[src/rtl/score_pkg.sv]
// Shared types and constants for the score keeper: FSM states, LFSR seed and
// taps, apple playfield limits, reset apple location and saturation limits.
package score_pkg;

  typedef enum logic [1:0] {
    ST_IDLE = 2'd0,
    ST_PLAY = 2'd1,
    ST_OVER = 2'd2
  } state_t;

  localparam logic [15:0] LFSR_SEED = 16'hACE1;
  // Taps 16,14,13,11 expressed as bit positions 15,13,12,10.
  localparam logic [15:0] LFSR_TAPS = 16'hB400;

  localparam logic [7:0] X_LIMIT   = 8'd160;
  localparam logic [8:0] Y_LIMIT   = 9'd120;
  localparam logic [7:0] RESET_X   = 8'd15;
  localparam logic [8:0] RESET_Y   = 9'd12;
  localparam logic [7:0] MAX_SIZE  = 8'd255;
  localparam logic [2:0] MAX_LEVEL = 3'd7;

  // Fold a raw 8-bit random value into the 0..159 column range.
  function automatic logic [7:0] wrap_x(input logic [7:0] raw);
    return (raw >= X_LIMIT) ? (raw - X_LIMIT) : raw;
  endfunction

  // Fold a raw 7-bit random value into the 0..119 row range.
  function automatic logic [8:0] wrap_y(input logic [6:0] raw);
    logic [8:0] y;
    y = {2'b00, raw};
    return (y >= Y_LIMIT) ? (y - Y_LIMIT) : y;
  endfunction

endpackage

[src/rtl/score_lfsr.sv]
// Free-running 16-bit Fibonacci LFSR used as the apple location source.
// It steps on every clock regardless of game state; reset loads a non-zero
// seed so the all-zero lock-up state is never reached.
module score_lfsr
  import score_pkg::*;
(
  input  logic        clock,
  input  logic        reset,
  output logic [15:0] value
);

  logic feedback;

  // XOR of the tapped bits shifted in at the bottom.
  always_comb begin
    feedback = ^(value & LFSR_TAPS);
  end

  // Shift register with synchronous reload of the seed.
  always_ff @(posedge clock) begin
    if (reset) begin
      value <= LFSR_SEED;
    end else begin
      value <= {value[14:0], feedback};
    end
  end

endmodule

[src/rtl/score_keeper.sv]
// Snake game score keeper: IDLE/PLAY/OVER FSM tracking snake size, level and
// apple location, plus a screen tick divider.
// Optional build macro SCORE_KEEPER_DEBUG_EN adds a debugMode input that makes
// the snake invincible (collision ignored in PLAY) while high.
//
// Input pulses (start, appleEaten, collision) carry no handshake: every cycle
// a pulse is sampled high counts as one event, so a level held for N cycles is
// N events. Outputs are all registered and valid every cycle.
module score_keeper
  import score_pkg::*;
#(
  parameter int CLOCK_HZ   = 50000000,
  parameter int TICK_HZ    = 4,
  parameter int LEVEL_STEP = 8
) (
  input  logic       clock,
  input  logic       reset,
  input  logic       start,
  input  logic       appleEaten,
  input  logic       collision,
`ifdef SCORE_KEEPER_DEBUG_EN
  input  logic       debugMode,
`endif
  output logic       screenClock,
  output logic [7:0] size,
  output logic [2:0] level,
  output logic       gameOver,
  output logic [7:0] appleLocX,
  output logic [8:0] appleLocY
);

  localparam int DIV_MAX = CLOCK_HZ / (2 * TICK_HZ) - 1;
  localparam int DIV_W   = (DIV_MAX > 0) ? $clog2(DIV_MAX + 1) : 1;
  localparam logic [DIV_W-1:0] DIV_LAST  = DIV_W'(DIV_MAX);
  localparam logic [7:0]       STEP_LAST = 8'(LEVEL_STEP - 1);

  state_t           state, state_n;
  logic [DIV_W-1:0] div_cnt;
  logic [7:0]       apple_cnt, apple_cnt_n;
  logic [7:0]       size_n;
  logic [2:0]       level_n;
  logic             game_over_n;
  logic [7:0]       loc_x_n;
  logic [8:0]       loc_y_n;
  logic [15:0]      lfsr;
  logic             lfsr_unused;
  logic             coll_eff;

  // Top LFSR bit is not part of either coordinate.
  assign lfsr_unused = lfsr[15];

  score_lfsr u_lfsr (
    .clock (clock),
    .reset (reset),
    .value (lfsr)
  );

  // Effective collision: masked by invincible mode when that feature is built.
  always_comb begin
`ifdef SCORE_KEEPER_DEBUG_EN
    coll_eff = collision & ~debugMode;
`else
    coll_eff = collision;
`endif
  end

  // Screen tick divider: toggles on the terminal count, runs in all states.
  always_ff @(posedge clock) begin
    if (reset) begin
      div_cnt     <= '0;
      screenClock <= 1'b0;
    end else if (div_cnt == DIV_LAST) begin
      div_cnt     <= '0;
      screenClock <= ~screenClock;
    end else begin
      div_cnt <= div_cnt + 1'b1;
    end
  end

  // FSM state register.
  always_ff @(posedge clock) begin
    if (reset) begin
      state <= ST_IDLE;
    end else begin
      state <= state_n;
    end
  end

  // Next state and next values of all game registers.
  always_comb begin
    state_n     = state;
    size_n      = size;
    level_n     = level;
    game_over_n = gameOver;
    apple_cnt_n = apple_cnt;
    loc_x_n     = appleLocX;
    loc_y_n     = appleLocY;
    case (state)
      ST_IDLE: begin
        size_n      = 8'd1;
        level_n     = 3'd0;
        game_over_n = 1'b0;
        apple_cnt_n = 8'd0;
        if (start) begin
          state_n = ST_PLAY;
        end
      end
      ST_PLAY: begin
        // Collision wins over a simultaneous apple and freezes the score.
        if (coll_eff) begin
          state_n     = ST_OVER;
          game_over_n = 1'b1;
        end else if (appleEaten) begin
          size_n = (size == MAX_SIZE) ? size : size + 8'd1;
          if (apple_cnt == STEP_LAST) begin
            apple_cnt_n = 8'd0;
            level_n     = (level == MAX_LEVEL) ? level : level + 3'd1;
          end else begin
            apple_cnt_n = apple_cnt + 8'd1;
          end
          loc_x_n = wrap_x(lfsr[7:0]);
          loc_y_n = wrap_y(lfsr[14:8]);
        end
      end
      ST_OVER: begin
        if (start) begin
          state_n     = ST_PLAY;
          size_n      = 8'd1;
          level_n     = 3'd0;
          apple_cnt_n = 8'd0;
          game_over_n = 1'b0;
        end
      end
      default: begin
        state_n = ST_IDLE;
      end
    endcase
  end

  // Game registers, all outputs driven straight from flops.
  always_ff @(posedge clock) begin
    if (reset) begin
      size      <= 8'd1;
      level     <= 3'd0;
      gameOver  <= 1'b0;
      apple_cnt <= 8'd0;
      appleLocX <= RESET_X;
      appleLocY <= RESET_Y;
    end else begin
      size      <= size_n;
      level     <= level_n;
      gameOver  <= game_over_n;
      apple_cnt <= apple_cnt_n;
      appleLocX <= loc_x_n;
      appleLocY <= loc_y_n;
    end
  end

endmodule
[config.mk]
export PLATFORM = sky130hd
export DESIGN_NAME = score_keeper
export DESIGN_NICKNAME = d
export VERILOG_FILES = /design/src/rtl/score_pkg.sv /design/src/rtl/score_lfsr.sv /design/src/rtl/score_keeper.sv
export SDC_FILE = /design/constraint.sdc
export NUM_CORES = 1
export LEC_CHECK = 0
export ABC_CLOCK_PERIOD_IN_PS = 2750
export CORE_ASPECT_RATIO = 0.8
export CORE_UTILIZATION = 40
export CTS_BUF_LIST = sky130_fd_sc_hd__clkbuf_4
export CTS_CLUSTER_DIAMETER = 200
export CTS_CLUSTER_SIZE = 8
export DETAILED_ROUTE_END_ITERATION = 10
export HOLD_SLACK_MARGIN = 0.03
export RECOVER_POWER = 25
export SYNTH_ARGS = -nofsm -noshare
export SYNTH_HDL_FRONTEND = slang
export SYNTH_SLANG_ARGS = --single-unit
[constraint.sdc]
create_clock -name clock -period 2.75 [get_ports clock]
set_input_delay 0.4125 -clock clock [delete_from_list [all_inputs] [get_ports clock]]
set_output_delay 0.4125 -clock clock [all_outputs]
set_load 0.02 [all_outputs]
==> summary.txt <==
Synth
  – Syn nets: 389
  – Synth Flop Type: dfxtp_1
  – Synth cell types: 51
  – Post-synth ARST share: 0%
  – Post-Syn Area per Cell: 8.80 µm²
  – Synthesized flop and latch total: 78
  – Area of the mapped netlist: 3310 µm²
  – EDFF count, synth: 0
  – Synth warn: 0
  – Seq/Total Area, Yosys: 47.2%
  – Mapped Cells: 376

Setup path
  – Worst reg-to-reg setup slack: 0.78 ns
  – Crit start category: input pin
  – Worst EP arrival: 2.68 ns
  – Reg2Reg Depth: 5
  – CP Capture Type: flip-flop
  – Reg2reg end: apple_cnt[7]
  – CP endpoint: level[0]
  – Req. time, crit path: 3.07 ns
  – Crit path kind: input pin to flip-flop
  – Crit Reg-Reg Startpoint: apple_cnt[0]
  – Crit path max fanout: 36
  – Critical path origin: reset

GRT
  – Vias in the first global route: 2,506
  – Largest net degree at the start of global routing: 37
  – Initial antenna violation count: 0
  – First-pass GRT wire length: 11.9 mm
  – Total GRT Usage: 17.0%
  – Total grt overflow: 0

Power and ir drop
  – Overall Power: 2.00 mW
  – Peak VDD IR: 292 µV
  – Internal power: 1.43 mW
  – Clock power frac: 33.1%
  – Part of the power in combinational logic: 7.2%
  – Static Leak: 1.33 nW
  – Sw Share: 28.3%
  – Sw power: 0.565 mW
  – Power per Cell Area: 517 nW/µm²
  – Sequential power share: 59.6%

Floorplanning
  – Num rows: 29
  – Initial Utilization: 41.4%
  – I/O pins: 35
  – Die Span X: 104 µm
  – Total Die Area: 8640 µm²
  – Die height: 83.3 µm
  – Core area: 7980 µm²

Finish
  – Leading cell type in the layout, fill and taps excluded: dfxtp_1
  – Multi-input gate area: 1630 µm²
  – Most frequent cells in the layout: dfxtp_1, nand2_1, clkdlybuf4s50_1, nor2_1, a21oi_1
  – Share of post-route cells with drive strength above 1: 7.51%
  – Post-Layout Cell Count: 521
  – Area Overhead vs Synth: 16.8%
  – Final core occ: 48.4%
  – Layout Nets: 421
  – Register area: 1560 µm²
  – Filler Cells Inserted: 786
  – Diode count: 0

Drt
  – Via count: 2,723
  – Drt via density: 5.23
  – Wire per inst: 13.2 µm
  – Post-Route WL: 6.86 mm
  – Antenna Violating Nets Remaining: 0
  – DRT iter0 DRCs: 128
  – DR pass1 iterations: 4
  – Drt drc: 0

Clocking
  – CTS tree: yes
  – Post-CTS Setup Inserts: 0
  – Total CTS buffers: 9
  – Post-CTS Resized: 0
  – Clk slew on worst S/H paths: 0.14 ns
  – CTS H-tree lvls: 3
  – Root Driver: clkbuf_4
  – # hold bufs at CTS: 0
  – Clock sink total: 78
  – Clk buf depth: 2
  – Clock latency on the worst-skew pair: 0.43 ns

STA
  – Final-report hold violation count: 0
  – Final worst path period share: 85.7%
  – Setup_tns: 0 ns
  – RSZ-0062 raised after global routing: false
  – Post-layout min period: 2.36 ns
  – Final setup viols: 0
  – Slew HR: -5.96%
  – Clock skew: 0.0207 ns
  – Final max-slew violation count: 37
  – Worst-Margin Slew: 1.59 ns
  – Fmax: 0.424 GHz

Place
  – Port Buffers: 34
  – Hpwl dp: 4.57 mm
  – RePlAce Congestion: 0.784
  – DP Cell Count: 505

Run status
  – Status: complete, but fails checks
  – Failing checks: capacitance limit, slew limit

Hold path
  – Hold Path Class: flip-flop to flip-flop
  – HP Start: u_lfsr.value[4]

Job
  – Max-Cap Viols: 1
-- per-stage QoR --
stage                     setup WS (ns)  area [µm²]  hold WS (ns)
after floorplan                    1.07        3310         0.417
after global placement            0.530        3740         0.428
after detailed placement          0.470        3740         0.429
after CTS                         0.734        3870         0.464
after global routing              0.277        3860         0.486
final                             0.392        3860         0.460
-- cells by family (layout without fill, tap and decap cells) --
kind of cell / after synthesis / after routing / share of synthesized area, %
xor+xnor: 18 / 18 / 4.77
fa+ha+maj: 8 / 8 / 3.03
compound gates: 75 / 75 / 14.1
flops: 78 / 78 / 47.2
mux: 3 / 3 / 0.946
simple gates: 167 / 167 / 26.5
buf+inv: 27 / 64 / 3.44
-- worst min-delay path by stage --
stage	to	slack (ns)	cells past startpoint
final	u_lfsr.value[5]	0.46	1
after floorplan	u_lfsr.value[10]	0.42	1
after global routing	u_lfsr.value[5]	0.49	1
after CTS	appleLocX[7]	0.46	2
after global placement	u_lfsr.value[5]	0.43	1
after detailed placement	u_lfsr.value[10]	0.43	1
-- flip-flops by register name (all words and copies together), names as in the netlist --
| signal | flops |
|---|---|
| div_cnt | 23 |
| u_lfsr.value | 16 |
| appleLocX | 8 |
| appleLocY | 8 |
| apple_cnt | 8 |
| size | 8 |
| level | 3 |
| state | 2 |
| gameOver | 1 |
| screenClock | 1 |
-- area by class of cell --
cell class | count | share of cell area (%)
timing repair buffer | 38 | 9.49
clock buffer | 9 | 1.75
multi-input combinational | 271 | 42.2
clock inverter | 7 | 1.62
inverter | 10 | 0.972
tap | 108 | 3.50
sequential | 78 | 40.4
-- power by group through the flow --
| stage | Sequential (mW) | Combinational (mW) | Clock [mW] |
|---|---|---|---|
| finish | 1.19 | 0.144 | 0.662 |
| global route | 1.20 | 0.163 | 0.735 |
| CTS | 1.19 | 0.146 | 0.686 |
| detailed placement | 1.21 | 0.145 | 0 |
| global placement | 1.21 | 0.143 | 0 |
| floorplan | 1.22 | 0.0940 | 0 |
-- cell usage after synthesis, drive strengths merged, types with 9 or more instances --
master / instances / area share, %
nand2: 40 / 4.5
xor2: 10 / 2.6
nor2b: 11 / 2.1
nand4: 11 / 2.3
o21ai: 15 / 2.3
a21oi: 28 / 4.2
nand3: 26 / 3.9
or3: 10 / 1.9
nor2: 33 / 3.8
inv: 10 / 1.1
dfxtp: 78 / 47
clkbuf: 9 / 1.0
-- routing by layer --
metal	GRT usage (%)	vias to the layer above	wire length, µm
li1	-	1415	-
met1	23.9	1251	3660
met2	24.3	50	2860
met3	5.97	7	256
met4	5.19	0	76
met5	0	-	0
-- worst max-delay path: stages --
cell	delay [ns]
dlygate4sd3_1	0.55
clkbuf_1	1.16
nor4_1	0.22
mux2_2	0.34
Note: power is estimated with default switching activity, not from simulation.
